## src/rtl/debug_uart_dumper.sv

```systemverilog
// rtl/debug_uart_dumper.sv - snapshots PC/Instr/Regout on each PC change and prints them as an ASCII hex line over UART 8N1
module debug_uart_dumper #(
  parameter int CLKS_PER_BIT = 434
) (
  input  logic        CLOCK,
  input  logic        Reset,
  input  logic [31:0] iPC,
  input  logic [31:0] iInstr,
  input  logic [31:0] iRegout,
  input  logic        iEnable,
  output logic        oTX,
  output logic        oBusy,
  output logic [7:0]  oDropped
);

  localparam logic [15:0] BIT_LAST  = 16'(CLKS_PER_BIT - 1);
  localparam logic [4:0]  LAST_CHAR = 5'd27;

  typedef enum logic [2:0] {
    S_IDLE,
    S_LOAD,
    S_START,
    S_DATA,
    S_STOP
  } state_t;

  state_t      state;
  logic [31:0] last_pc;
  logic        force_pend;
  logic [31:0] snap_pc;
  logic [31:0] snap_instr;
  logic [31:0] snap_regout;
  logic [15:0] bit_cnt;
  logic [2:0]  bit_idx;
  logic [4:0]  char_idx;
  logic [7:0]  shreg;
  logic [7:0]  load_char;
  logic        trigger;

  function automatic logic [3:0] nibble(input logic [31:0] w, input logic [2:0] pos);
    logic [31:0] s;
    // pos 0 is the most significant nibble
    s = w >> (5'(3'd7 - pos) << 2);
    return s[3:0];
  endfunction

  function automatic logic [7:0] hex_ascii(input logic [3:0] n);
    if (n < 4'd10) return 8'h30 + {4'h0, n};
    else           return 8'h41 + {4'h0, n - 4'd10};
  endfunction

  assign trigger = ((iPC != last_pc) || force_pend) && iEnable;

  always_comb begin
    load_char = 8'h20;
    if (char_idx <= 5'd7)
      load_char = hex_ascii(nibble(snap_pc, char_idx[2:0]));
    else if (char_idx >= 5'd9 && char_idx <= 5'd16)
      load_char = hex_ascii(nibble(snap_instr, 3'(char_idx - 5'd9)));
    else if (char_idx >= 5'd18 && char_idx <= 5'd25)
      load_char = hex_ascii(nibble(snap_regout, 3'(char_idx - 5'd18)));
    else if (char_idx == 5'd26)
      load_char = 8'h0D;
    else if (char_idx == 5'd27)
      load_char = 8'h0A;
  end

  always_ff @(posedge CLOCK) begin
    if (Reset) begin
      state       <= S_IDLE;
      oTX         <= 1'b1;
      oBusy       <= 1'b0;
      oDropped    <= 8'h00;
      last_pc     <= 32'h0;
      force_pend  <= 1'b1;
      snap_pc     <= 32'h0;
      snap_instr  <= 32'h0;
      snap_regout <= 32'h0;
      bit_cnt     <= 16'h0;
      bit_idx     <= 3'd0;
      char_idx    <= 5'd0;
      shreg       <= 8'h00;
    end else begin
      last_pc <= iPC;

      // An IDLE check here (not oBusy) makes the final stop-bit cycle count as busy
      if (trigger) begin
        if (state == S_IDLE) begin
          snap_pc     <= iPC;
          snap_instr  <= iInstr;
          snap_regout <= iRegout;
          force_pend  <= 1'b0;
          oBusy       <= 1'b1;
          char_idx    <= 5'd0;
          state       <= S_LOAD;
        end else if (oDropped != 8'hFF) begin
          oDropped <= oDropped + 8'd1;
        end
      end

      case (state)
        S_IDLE: begin
        end
        S_LOAD: begin
          shreg   <= load_char;
          oTX     <= 1'b0;
          bit_cnt <= BIT_LAST;
          state   <= S_START;
        end
        S_START: begin
          if (bit_cnt == 16'h0) begin
            oTX     <= shreg[0];
            shreg   <= {1'b1, shreg[7:1]};
            bit_idx <= 3'd0;
            bit_cnt <= BIT_LAST;
            state   <= S_DATA;
          end else begin
            bit_cnt <= bit_cnt - 16'd1;
          end
        end
        S_DATA: begin
          if (bit_cnt == 16'h0) begin
            bit_cnt <= BIT_LAST;
            if (bit_idx == 3'd7) begin
              oTX   <= 1'b1;
              state <= S_STOP;
            end else begin
              oTX     <= shreg[0];
              shreg   <= {1'b1, shreg[7:1]};
              bit_idx <= bit_idx + 3'd1;
            end
          end else begin
            bit_cnt <= bit_cnt - 16'd1;
          end
        end
        S_STOP: begin
          if (bit_cnt == 16'h0) begin
            if (char_idx == LAST_CHAR) begin
              oBusy <= 1'b0;
              state <= S_IDLE;
            end else begin
              char_idx <= char_idx + 5'd1;
              state    <= S_LOAD;
            end
          end else begin
            bit_cnt <= bit_cnt - 16'd1;
          end
        end
        default: state <= S_IDLE;
      endcase
    end
  end

endmodule

```

## config.mk

```make
export PLATFORM = sky130hd
export DESIGN_NAME = debug_uart_dumper
export DESIGN_NICKNAME = d
export VERILOG_FILES = /design/src/rtl/debug_uart_dumper.sv
export SDC_FILE = /design/constraint.sdc
export NUM_CORES = 1
export LEC_CHECK = 0
export BUFFER_PORTS_ARGS = -buffer_cell sky130_fd_sc_hd__buf_2
export CORE_AREA = 2 2 136 138
export CTS_CLUSTER_DIAMETER = 100
export CTS_CLUSTER_SIZE = 12
export DETAILED_ROUTE_END_ITERATION = 10
export DIE_AREA = 0 0 138 140
export PLACE_DENSITY = 0.73
export SLEW_MARGIN = 10
export SYNTH_ARGS = -nofsm -noshare
export SYNTH_HDL_FRONTEND = slang
export SYNTH_SLANG_ARGS = --single-unit
export TNS_END_PERCENT = 50
```

## constraint.sdc

```tcl
create_clock -name CLOCK -period 8.3 [get_ports CLOCK]
set_clock_uncertainty 0.15 [all_clocks]
set_input_delay 0.83 -clock CLOCK [delete_from_list [all_inputs] [get_ports CLOCK]]
set_output_delay 0.83 -clock CLOCK [all_outputs]
set_load 0.02 [all_outputs]
```

==> metrics.txt <==
Max-slew headroom 31.3%; Post-Syn Area 8830 um^2; HP Class flop to flop; Initial Utilization 49.7%; final setup TNS 0 ns; worst r2r dst snap_pc[7]; CP Cell Sequence buf_2, xor2_1, nor4_1, nand4_1, o31ai_4, buf_4, or2_2, buf_4, mux2_2; 1st-iter DRT viols 477; antenna violations before repair 0; r2r setup slk 4.18 ns; crit end category flop; ANT nets after route 0; placed cell count 1,224; sequential area share after synthesis 39.5%; worst vdd ir 0.000175 V; WHS Path Cells 1; Syn. warnings 0; number of diodes 0; most frequent cell after synthesis dfxtp_1; die width 138 um; drt drc 0; layout cell share with drive strength beyond 1 23.3%; fillers 1,600; CTS root buf clkbuf_16; setup bufs post-CTS 0; CTS sink count 174; CP required 8.48 ns; post-synthesis async set-or-reset flop share 0%; Final setup viols 0; status finished, final reports clean; Clock transition at path regs 0.08 ns; die area 19,300 um^2; Post-Syn Instances 949; wire per inst 16.0 um; clock power share 36.6%; Critical Path Slowest Stage Cell or2_2; port buffer count 108; Yosys cell types 72; fin crit share 52.0%; Max-Cap Viols 0; synth-to-layout area growth 14.1%; HP Start force_pend; R2R cell count 8; net switching power 0.000708 W; TritonCTS clock tree built; share of the synthesized area in the top cell type 39.5%; final cell count without fillers 1,256; RSZ-0062 raised after global routing false; placed wire-length estimate 13,400 um; Largest delay share family, worst path simple AND/OR/NAND/NOR gates; syn_area_per_cell 9.30 um^2; Comb pwr share 20.3%; final hold vios 0; Max clock buf depth 2; IO Count 109; pwr dens 224 nW/um^2; internal power 0.00154 W; Placer Congestion 0.851; final net count 1,131; CTS Hold Buffers Added 0; sw frac 31.5%; vias per cell 5.64; Synth area leaders dfxtp_1 (39%), o211ai_1 (6.4%), mux2_2 (5.7%), mux4_2 (5.6%), nor2b_1 (5.4%); Post-CTS Resized 0; die height 140 um; DRT Pass-1 Iters 5; syn nets 1,066; vias in the first global route 6,924; Synth Flop Type dfxtp_1; Least-Margin Pin Slew 1.03 ns; GRT Residual Overflow 0; final slew viol count 0; Via Count 7,084; top post-synthesis cells by count dfxtp_1 (174), nand2_1 (95), nor2b_1 (76), o211ai_1 (75), o21ai_0 (74); Synth Register Bits 174; LEAKAGE 3.93 nW; CP Depth 9; Sequential Power Share 43.1%; Buf+Inv Stages, Crit Path 3; GRT Overall Usage 20.9%; row count 49; DRT Wirelength 20,100 um; largest stage delay on the critical path 0.71 ns; CP startpoint kind primary input; critical path class primary input to flop; Clock Latency Late Sink 0.45 ns; Tmin final 4.32 ns; worst-path maximum fanout 74; Core ar. 17,800 um^2; largest net degree at the start of global routing 104; TritonCTS buffer count 17; first-pass GRT wire length 33,500 um; hold path endpoint force_pend; cell taking the most area after synthesis dfxtp_1; RR Startpoint last_pc[15]; Post-synth EDFFs 0; H-tree depth 4; Max Freq 231 MHz; cell mode on critical path buf_4; Crit path arrival time 4.50 ns
==> state kept, by name, summed over array words and instances, names as in the netlist <==
name / count
bit_cnt: 16
bit_idx: 3
char_idx: 5
force_pend: 1
last_pc: 32
oBusy: 1
oDropped: 8
oTX: 1
shreg: 8
snap_instr: 32
snap_pc: 32
snap_regout: 32
state: 3
==> layout by cell type (no fill, tap or decap), types with 3 or more instances in the layout <==
cell       count
mux2_2        45
buf_2        107
a31oi_1        6
a21oi_1       18
a2111o_1       5
nand2b_1       5
xor2_1        41
nand3_1       19
nor2_1        43
clkbuf_16     17
o22ai_1        3
a211o_1        4
buf_4          8
o2111ai_1      4
nand4_1        8
inv_1         20
or2_2          4
a22oi_1        5
a221oi_1       3
inv_6          4
ha_1          18
dfxtp_1      174
or3_1          3
o211ai_1      75
nor3_1        14
mux4_2        22
nand3b_1       7
o21ai_0       74
mux2i_1       14
nor4_1         9
nor2b_1       76
nand2_1       94
xnor2_1       12
clkinv_8       6
==> how the worst max path moves through the flow <==
| stage | startpoint | to | slack [ns] |
|---|---|---|---|
| floorplan | char_idx[1] | shreg[2] | 4.55 |
| CTS | iPC[15] | snap_pc[7] | 3.97 |
| detailed placement | iPC[15] | snap_pc[7] | 3.49 |
| global route | iPC[15] | snap_pc[3] | 3.70 |
| finish | iPC[15] | snap_pc[7] | 3.98 |
| global placement | iPC[15] | snap_pc[7] | 3.49 |
==> power groups by stage <==
| stage | combinational [W] | clock [W] | sequential [W] |
|---|---|---|---|
| 2_1_floorplan | 0.000353 | 0 | 0.000974 |
| 3_3_place_gp | 0.000446 | 0 | 0.000987 |
| 3_5_place_dp | 0.000453 | 0 | 0.000988 |
| 4_1_cts | 0.000456 | 0.000836 | 0.000970 |
| 5_1_grt | 0.000511 | 0.000874 | 0.000981 |
| 6_report | 0.000457 | 0.000824 | 0.000971 |
==> worst register-to-register path, cell delays in order, from the launching register on <==
cell	delay [ns]
dfxtp_1	0.31
xor2_1	0.13
nor4_1	0.46
nand4_1	0.26
o31ai_4	0.30
buf_4	0.62
or2_2	0.73
buf_4	0.64
mux2_2	0.41
==> logic make-up after synthesis <==
group | synth area share (%)
simple gates | 17.7
compound gates | 17.9
flops | 39.5
buf+inv | 4.18
mux | 12.9
xor+xnor | 5.26
fa+ha+maj | 2.55
==> layer usage <==
| layer | vias to the layer above | wire length (um) | GRT usage (%) |
|---|---|---|---|
| li1 | 3556 | - | - |
| met1 | 3335 | 9450 | 28.3 |
| met2 | 160 | 9370 | 33.4 |
| met3 | 33 | 796 | 4.10 |
| met4 | 0 | 454 | 8.06 |
| met5 | - | 0 | 0 |
==> cell type report <==
cell class	count	area (um^2)	area share, %
Tap cell	229	287	2.84
Clock inverter	15	199	1.97
Inverter	23	88.8	0.882
Clock buffer	17	425	4.22
Timing Repair Buffer	115	596	5.91
Sequential cell	174	3480	34.6
Multi-Input combinational cell	683	5000	49.6
==> per-stage QoR <==
step	setup slack, ns	utilization (%)	hold WS, ns	power (W)	instance area [um^2]
floorplan	4.55	-	0.270	0.00133	8830
CTS	3.97	56.6	0.303	0.00226	10100
global placement	3.49	53.1	0.280	0.00143	9450
detailed placement	3.49	53.1	0.285	0.00144	9450
finish	3.98	56.7	0.301	0.00225	10100
global route	3.70	56.7	0.316	0.00237	10100
(Power assumes the default switching activity.)
